--- src/rtl/conv_ifm_streamer_pkg.sv ---
// rtl/conv_ifm_streamer_pkg.sv - shared state encoding and derived geometry for the IFM streamer
package conv_ifm_streamer_pkg;

    typedef enum logic [1:0] {
        IDLE  = 2'd0,
        READ  = 2'd1,
        DRAIN = 2'd2,
        DONE  = 2'd3
    } stream_state_e;

    function automatic int num_passes(input int filters, input int units);
        return filters / units;
    endfunction

    function automatic int words_per_channel(input int size);
        return size * size;
    endfunction

    function automatic int words_per_pass(input int size, input int depth);
        return size * size * depth;
    endfunction

    // Values for the default layer geometry, shared with the layer controller.
    localparam int NUMBER_OF_PASSES  = num_passes(16, 2);
    localparam int WORDS_PER_CHANNEL = words_per_channel(14);
    localparam int WORDS_PER_PASS    = words_per_pass(14, 6);

endpackage

--- src/rtl/conv_ifm_streamer_addr_gen.sv ---
// rtl/conv_ifm_streamer_addr_gen.sv - address, channel-position and pass counters with last flags
module stream_addr_gen #(
    parameter int ADDR_W            = 5,
    parameter int POS_W             = 4,
    parameter int PASS_W            = 2,
    parameter int WORDS_PER_CHANNEL = 16,
    parameter int WORDS_PER_PASS    = 32,
    parameter int NUMBER_OF_PASSES  = 2
) (
    input  logic              clk,
    input  logic              reset,
    input  logic              clear_i,
    input  logic              advance_i,
    output logic [ADDR_W-1:0] addr_o,
    output logic              last_in_channel_o,
    output logic              last_in_pass_o,
    output logic              last_pass_o
);

    logic [ADDR_W-1:0] addr_q, addr_d;
    logic [POS_W-1:0]  pos_q,  pos_d;
    logic [PASS_W-1:0] pass_q, pass_d;

    assign addr_o            = addr_q;
    assign last_in_channel_o = (pos_q == POS_W'(WORDS_PER_CHANNEL - 1));
    assign last_in_pass_o    = (addr_q == ADDR_W'(WORDS_PER_PASS - 1));
    assign last_pass_o       = (pass_q == PASS_W'(NUMBER_OF_PASSES - 1));

    always_comb begin
        addr_d = addr_q;
        pos_d  = pos_q;
        pass_d = pass_q;
        if (clear_i) begin
            addr_d = '0;
            pos_d  = '0;
            pass_d = '0;
        end else if (advance_i) begin
            addr_d = last_in_pass_o    ? '0 : addr_q + 1'b1;
            pos_d  = last_in_channel_o ? '0 : pos_q + 1'b1;
            if (last_in_pass_o) begin
                pass_d = pass_q + 1'b1;
            end
        end
    end

    always_ff @(posedge clk) begin
        if (reset) begin
            addr_q <= '0;
            pos_q  <= '0;
            pass_q <= '0;
        end else begin
            addr_q <= addr_d;
            pos_q  <= pos_d;
            pass_q <= pass_d;
        end
    end

endmodule

--- src/rtl/conv_ifm_streamer.sv ---
// rtl/conv_ifm_streamer.sv - streams a stored IFM to the conv datapath once per filter pass
module conv_ifm_streamer
    import conv_ifm_streamer_pkg::*;
#(
    parameter int DATA_WIDTH        = 32,
    parameter int IFM_SIZE          = 14,
    parameter int IFM_DEPTH         = 6,
    parameter int NUMBER_OF_FILTERS = 16,
    parameter int NUMBER_OF_UNITS   = 2,
    parameter int ADDRESS_SIZE_IFM  = $clog2(IFM_SIZE * IFM_SIZE * IFM_DEPTH)
) (
    input  logic                        clk,
    input  logic                        reset,
    input  logic                        start,
    input  logic                        stall,
    input  logic [DATA_WIDTH-1:0]       ifm_data_in,
    output logic                        ifm_enable_read,
    output logic [ADDRESS_SIZE_IFM-1:0] ifm_address,
    output logic [DATA_WIDTH-1:0]       data_out_for_next,
    output logic                        fifo_enable,
    output logic                        channel_done,
    output logic                        pass_done,
    output logic                        busy,
    output logic                        done
);

    localparam int NP     = num_passes(NUMBER_OF_FILTERS, NUMBER_OF_UNITS);
    localparam int WPC    = words_per_channel(IFM_SIZE);
    localparam int WPP    = words_per_pass(IFM_SIZE, IFM_DEPTH);
    localparam int POS_W  = $clog2(WPC);
    localparam int PASS_W = $clog2(NP + 1);

    stream_state_e state_q;
    logic          valid_q;
    logic          ch_last_q;
    logic          pass_last_q;
    logic          issue;
    logic          last_in_channel;
    logic          last_in_pass;
    logic          last_pass;

    // A read goes out only while streaming and the consumer is not holding us off.
    assign issue = (state_q == READ) && !stall;

    stream_addr_gen #(
        .ADDR_W            (ADDRESS_SIZE_IFM),
        .POS_W             (POS_W),
        .PASS_W            (PASS_W),
        .WORDS_PER_CHANNEL (WPC),
        .WORDS_PER_PASS    (WPP),
        .NUMBER_OF_PASSES  (NP)
    ) u_addr_gen (
        .clk               (clk),
        .reset             (reset),
        .clear_i           (state_q == IDLE),
        .advance_i         (issue),
        .addr_o            (ifm_address),
        .last_in_channel_o (last_in_channel),
        .last_in_pass_o    (last_in_pass),
        .last_pass_o       (last_pass)
    );

    always_ff @(posedge clk) begin
        if (reset) begin
            state_q     <= IDLE;
            valid_q     <= 1'b0;
            ch_last_q   <= 1'b0;
            pass_last_q <= 1'b0;
        end else begin
            // Last flags travel with the read so they line up with its returned word.
            valid_q     <= issue;
            ch_last_q   <= issue && last_in_channel;
            pass_last_q <= issue && last_in_pass;
            case (state_q)
                IDLE:    if (start) state_q <= READ;
                READ:    if (issue && last_in_pass && last_pass) state_q <= DRAIN;
                DRAIN:   state_q <= DONE;
                DONE:    state_q <= IDLE;
                default: state_q <= IDLE;
            endcase
        end
    end

    assign ifm_enable_read   = issue;
    assign fifo_enable       = valid_q;
    assign data_out_for_next = valid_q ? ifm_data_in : '0;
    assign channel_done      = ch_last_q;
    assign pass_done         = pass_last_q;
    assign busy              = (state_q == READ) || (state_q == DRAIN);
    assign done              = (state_q == DONE);

endmodule

--- config.mk ---
export PLATFORM = sky130hd
export DESIGN_NAME = conv_ifm_streamer
export DESIGN_NICKNAME = d
export VERILOG_FILES = /design/src/rtl/conv_ifm_streamer_pkg.sv /design/src/rtl/conv_ifm_streamer_addr_gen.sv /design/src/rtl/conv_ifm_streamer.sv
export SDC_FILE = /design/constraint.sdc
export NUM_CORES = 1
export LEC_CHECK = 0
export ABC_AREA = 0
export BUFFER_PORTS_ARGS = -buffer_cell sky130_fd_sc_hd__buf_2
export CAP_MARGIN = 20
export CORE_MARGIN = 2
export CORE_UTILIZATION = 40
export CTS_CLUSTER_SIZE = 20
export DETAILED_ROUTE_END_ITERATION = 16
export GPL_ROUTABILITY_DRIVEN = 1
export GPL_TIMING_DRIVEN = 0
export PLACE_DENSITY = 0.74
export SYNTH_ARGS = -nofsm -noshare
export SYNTH_HDL_FRONTEND = slang
export SYNTH_SLANG_ARGS = --single-unit
--- constraint.sdc ---
create_clock -name clk -period 3.8 [get_ports clk]
set_input_delay 0.38 -clock clk [delete_from_list [all_inputs] [get_ports clk]]
set_output_delay 0.38 -clock clk [all_outputs]
set_load 0.02 [all_outputs]
# Word level (Yosys, flattened, before mapping)
# Cells that the tools add are included.
# W data, S select, Z words.
[word_totals]
ram_bits = 0
output_inout_bits = 49
elab_cells = 34
memories = 0
rom_bits = 0
latch_bits = 0
register_bits = 28
[op_classes]
n_shift = 0
n_mux = 6
div = 0
n_lt_le_gt_ge = 0
reduce_logical = 10
n_eq_ne = 8
bitwise = 0
n_addsub = 3
mul = 0
[ops]
columns = ["op", "count"]
rows = [
  ["$mux W32", 1],
  ["$add A11 B1 Y11 const B", 1],
  ["$eq A11 B11 Y1 const B", 1],
  ["$mux W11", 1],
  ["$add A8 B1 Y8 const B", 1],
  ["$eq A8 B8 Y1 const B", 1],
  ["$mux W8", 1],
  ["$pmux W2 S4", 1],
  ["$add A4 B1 Y4 const B", 1],
  ["$eq A2 B2 Y1 const B", 2],
  ["$eq A4 B3 Y1 const B", 1],
  ["$logic_and A1 B1 Y1", 4],
  ["$mux W2", 2],
  ["$reduce_and A2 Y1", 2],
  ["$eq A2 B1 Y1 const B", 1],
  ["$logic_not A2 Y1", 1],
  ["$ne A2 B1 Y1 const B", 1],
  ["$ne A2 B2 Y1 const B", 1],
  ["$reduce_or A2 Y1", 1],
  ["$logic_not A1 Y1", 1],
  ["$logic_or A1 B1 Y1", 1],
]

# Depth between registers and ports, before layout
[logic_depth]
ltp_word = 6
mapped_depth = 9
mapped_depth_nobuf = 7

# Modules after synthesis
# Synthesis repeated with hierarchy kept, for this count alone.
[unflattened]
cells_unflattened = 186
area_unflattened_um2 = 1585.3
[by_module_without_submodules]
columns = ["mod", "instances", "seq_area_each_um2", "area_each_um2", "cells_per_inst"]
rows = [
  ["stream_addr_gen", 1, 460.4, 1102.3, 126],
  ["conv_ifm_streamer", 1, 100.1, 483.0, 60],
]

# Worst setup path after synthesis
# No wires, ideal clock.
[synth_path]
kind = "reg-to-reg"
from = "register u_addr_gen.addr_q[0] (netlist: u_addr_gen.addr_o[0])"
to = "register state_q[1]"
synth_period_minus_slack_ns = 1.762
required_ns = 3.738
arrival_time_ns = 1.700
setup_ns = 0.062
stages_incl_launch_ff = 7
path_buffers = 1
slack_ns = 2.038
path_cell_list = "dfxtp_1 ha_1 and4b_1 buf_2 nand4_2 or4b_1 nand3_1"
[synth_via]
elab_chain_len = 5
[synth_lines]
columns = ["element", "line", "rtl"]
rows = [
  ["start, declared", "conv_ifm_streamer_addr_gen.sv:20", "logic [ADDR_W-1:0] addr_q, addr_d;"],
  ["start signal, assigned", "conv_ifm_streamer_addr_gen.sv:52", "addr_q <= addr_d;"],
  ["$eq A11 B11 Y1", "conv_ifm_streamer_addr_gen.sv:26", "assign last_in_pass_o = (addr_q == ADDR_W'(WORDS_PER_PASS - 1));"],
  ["$logic_and A1 B1 Y1 (2 in series)", "conv_ifm_streamer.sv:76", "READ: if (issue && last_in_pass && last_pass) state_q <= DRAIN;"],
  ["$ne A2 B1 Y1 (no line)", "--", ""],
  ["$reduce_and A2 Y1 (no line)", "--", ""],
  ["end signal, assigned", "conv_ifm_streamer.sv:76", ""],
  ["end signal, assigned", "conv_ifm_streamer.sv:77", "DRAIN: state_q <= DONE;"],
  ["end signal, assigned", "conv_ifm_streamer.sv:78", "DONE: state_q <= IDLE;"],
  ["end, declared", "conv_ifm_streamer.sv:33", "stream_state_e state_q;"],
]
# Every way passes these cells.
# A chain may end at the register's enable or synchronous reset.

# Worst setup path after layout
[layout_path]
from = "register state_q[1]"
to = "output ifm_enable_read"
[layout_via]
elab_chain_len = 2
[layout_lines]
columns = ["element", "line", "rtl"]
rows = [
  ["start signal, assigned", "conv_ifm_streamer.sv:65", "state_q <= IDLE;"],
  ["start signal, assigned", "conv_ifm_streamer.sv:75", "IDLE: if (start) state_q <= READ;"],
  ["start signal, assigned", "conv_ifm_streamer.sv:76", ""],
  ["$eq A2 B1 Y1", "conv_ifm_streamer.sv:43", "assign issue = (state_q == READ) && !stall;"],
  ["$logic_and A1 B1 Y1", "conv_ifm_streamer.sv:43", ""],
  ["end, declared", "conv_ifm_streamer.sv:17", "output logic ifm_enable_read,"],
]
# Every way passes these cells.

==> summary.txt <==
Run status
  • Outcome: completed

Power
  • Sw Ratio: 34.99%
  • Combinational share of power: 34.7%
  • Peak supply drop: 0.2291 mV
  • Sequential Power Share: 41.9%
  • Int Power: 0.4996 mW
  • Power share of the clock group: 23.4%
  • Psw: 0.2688 mW
  • PwrDens: 370.8 nW/µm²
  • Leakage power: 1.020 nW

Detailed routing
  • Routed WL: 3.457 mm
  • Drt first pass iters: 4
  • DR WL/cell: 10.87 µm
  • Initial DRC Count: 20
  • Vias: 1526
  • DRC viols: 0
  • Routed Antenna Nets: 0
  • Vias per cell: 4.799

Placed design
  • Port Buffers: 83
  • Dpl hpwl: 2.823 mm
  • Routability cong.: 0.7581
  • Area after DPL: 2017 µm²
  • Dpl ws: 1.866 ns

Global route
  • Total gr overflow: 0
  • Largest net degree at the start of global routing: 16
  • Total GRT Usage: 15.19%
  • Global-route wire length before repair: 5.264 mm
  • Initial antenna violation count: 0
  • Vias in the first global route: 1282

Worst setup path
  • Reg-to-reg slack, setup: 1.85 ns
  • CP max FO: 9
  • Crit path buffers/inverters: 5
  • Crit path launch type: flip-flop
  • R2r endpoint: state_q[1]
  • Critical Path RT: 3.42 ns
  • Setup CP Type: flip-flop to primary output
  • CP delay by family, top: buffers and inverters
  • Arr. time, crit path: 1.84 ns
  • CP max stage delay: 0.41 ns
  • Reg-to-reg critical path startpoint: state_q[1]
  • Worst Setup End Kind: primary output
  • FF-to-FF path depth: 8
  • Slowest cell on the critical path: dfxtp_1
  • CP cell instances: inv_1, ha_1, buf_2, nand2b_1, clkbuf_1, inv_1, buf_2

Synthesis
  • Syn nets: 226
  • Number of synthesized flops with an enable pin: 0
  • Synthesized area per cell: 8.423 µm²
  • Ys async rst share: 0%
  • Sequential fraction of the synthesis area: 36.36%
  • Largest cells by area after synthesis: dfxtp_1, and2_1, xor2_1, ha_1, nor2_1
  • Cell variety after synth: 38
  • Post-synth top area share: 36.36%
  • Gate Count Post-Synth: 183
  • Primary FF master, synth: dfxtp_1
  • Post-synthesis cell area: 1541 µm²
  • Synth area leader: dfxtp_1
  • #FFs+latches synth: 28
  • Synthesis Warnings: 0

Timing
  • Final setup vio count: 0
  • Tmin final: 2.215 ns
  • Max frequency: 451.4 MHz
  • Post-Route Skew: 0.001643 ns
  • Final hold slack: 0.4410 ns
  • Hold Fails Final Rpt: 0
  • Final period utilization: 58.30%
  • Slew @ Worst Pin: 0.5971 ns
  • Final setup TNS: 0 ns
  • RSZ-0062 raised after global routing: no
  • Slew margin rel.: 59.93%
  • Slew Limit Fails: 0
  • Post-route setup slack: 1.585 ns

Final layout
  • Share of layout cells above drive strength 1: 35.19%
  • Fillcell total: 345
  • Area Overhead vs Synth: 34.42%
  • Layout Nets: 314
  • Finished Cell Area: 2072 µm²
  • Ant. Diodes: 0

Floorplan
  • Starting Density: 41.79%
  • Core box area: 3689 µm²
  • Die area: 4367 µm²
  • Site row count: 22
  • Die Y-Extent: 66.08 µm
  • I/O pin cnt: 85
  • Die width: 66.08 µm

Worst hold path
  • Worst min path class: primary input to flip-flop
  • Hold endpoint: fifo_enable
  • Worst hold path cell count: 2
  • Hold path startpoint: reset

Run
  • Max-cap viol count: 0

CTS
  • CTS Buf Count: 3
  • Setup Buffers After CTS: 0
  • CTS Hold Buffers Added: 0
  • Clock buffer depth: 2
  • Post-CTS Resized: 0
  • H-tree lvl count: 1
  • CTS tree: built
  • Clock sink total: 28
  • Reg clk slew, reported paths: 0.09 ns
  • Root buf cell: clkbuf_8
  • Clk Latency, worst-skew pair: 0.27 ns
[worst max-delay path by stage]
| stage | cells past startpoint | slack (ns) | end | from |
|---|---|---|---|---|
| floorplan | 6 | 2.04 | state_q[1] | u_addr_gen.addr_o[0] |
| global placement | 8 | 1.89 | state_q[1] | state_q[1] |
| detailed placement | 8 | 1.87 | state_q[1] | state_q[1] |
| CTS | 7 | 1.58 | ifm_enable_read | state_q[1] |
| global route | 7 | 1.41 | ifm_enable_read | state_q[1] |
| finish | 7 | 1.58 | ifm_enable_read | state_q[1] |
[registers in the layout (all words and copies together) (netlist names)]
register           flops
u_addr_gen.addr_o     11
u_addr_gen.pos_q       8
u_addr_gen.pass_q      4
state_q                2
channel_done           1
fifo_enable            1
pass_done              1
[area by class of cell]
type / instances / area, µm² / area share (%)
multi-input combinational: 143 / 933.4 / 45.05
clock buffer: 4 / 55.05 / 2.657
timing repair buffer: 83 / 415.4 / 20.05
tap: 48 / 60.06 / 2.899
buffer: 8 / 32.53 / 1.570
sequential: 28 / 560.5 / 27.05
inverter: 4 / 15.01 / 0.7246
[metrics by stage]
| stage | total power [mW] | utilization, % | cells |
|---|---|---|---|
| global placement | 0.5957 | 54.68 | 314 |
| CTS | 0.7767 | 56.17 | 318 |
| detailed placement | 0.5981 | 54.68 | 314 |
| finish | 0.7684 | 56.17 | 318 |
| floorplan | 0.5155 | - | 183 |
| global route | 0.8217 | 56.17 | 318 |
[kinds of logic (layout without fill, tap and decap cells)]
logic type / after synthesis / after routing / share of synthesized area [%]
buffers and inverters: 12 / 99 / 3.084
DFF: 28 / 28 / 36.36
muxes: 1 / 1 / 0.6494
AOI/OAI and AO/OA: 13 / 13 / 4.951
adders and majority gates: 7 / 7 / 5.682
and+or+nand+nor: 106 / 106 / 40.18
xor gates and xnor gates: 16 / 16 / 9.091
[cells in the mapped netlist (all sizes together), types with 2 or more instances]
cell type,n
clkbuf,6
inv,4
nand4,7
and2,33
or3,2
or4,2
a211oi,2
buf,2
nor3,3
dfxtp,28
nor2,22
xnor2,5
o21ai,3
nand3b,2
nand2,16
xor2,11
nor4b,2
ha,7
nand3,6
a21oi,5
and4b,2
[worst reg2reg max path, stage by stage, from the launching register on]
cell and delay (ns):
dfxtp_1 0.36, inv_1 0.09, ha_1 0.13, buf_2 0.19, and4b_1 0.20, buf_2 0.18
nand4_2 0.17, or4b_1 0.50, nand3_1 0.09
[per-layer routing]
layer / share of wire, % / track usage, % / wire (µm)
met1: 38 / 16.37 / 1313
met2: 51 / 29.25 / 1779
met3: 10 / 2.555 / 349
met4: 0.43 / 5.357 / 15
met5: 0 / 0 / 0
[cell usage in the layout (no fill, tap or decap), drive strengths merged, types with 4 or more instances in the layout]
cell type / instances
a21oi: 5
and2: 33
buf: 85
clkbuf: 10
dfxtp: 28
ha: 7
inv: 4
nand2: 16
nand3: 6
nand4: 7
nor2: 22
xnor2: 5
xor2: 11
[power by group through the flow]
stage                     Clock (mW)  Combinational [mW]  Sequential (mW)
final                          0.179               0.267            0.322
after detailed placement           0               0.268            0.330
after global placement             0               0.267            0.328
after floorplan                    0               0.187            0.328
after global routing           0.196               0.299            0.326
after CTS                      0.185               0.269            0.323
(Power assumes the default switching activity.)
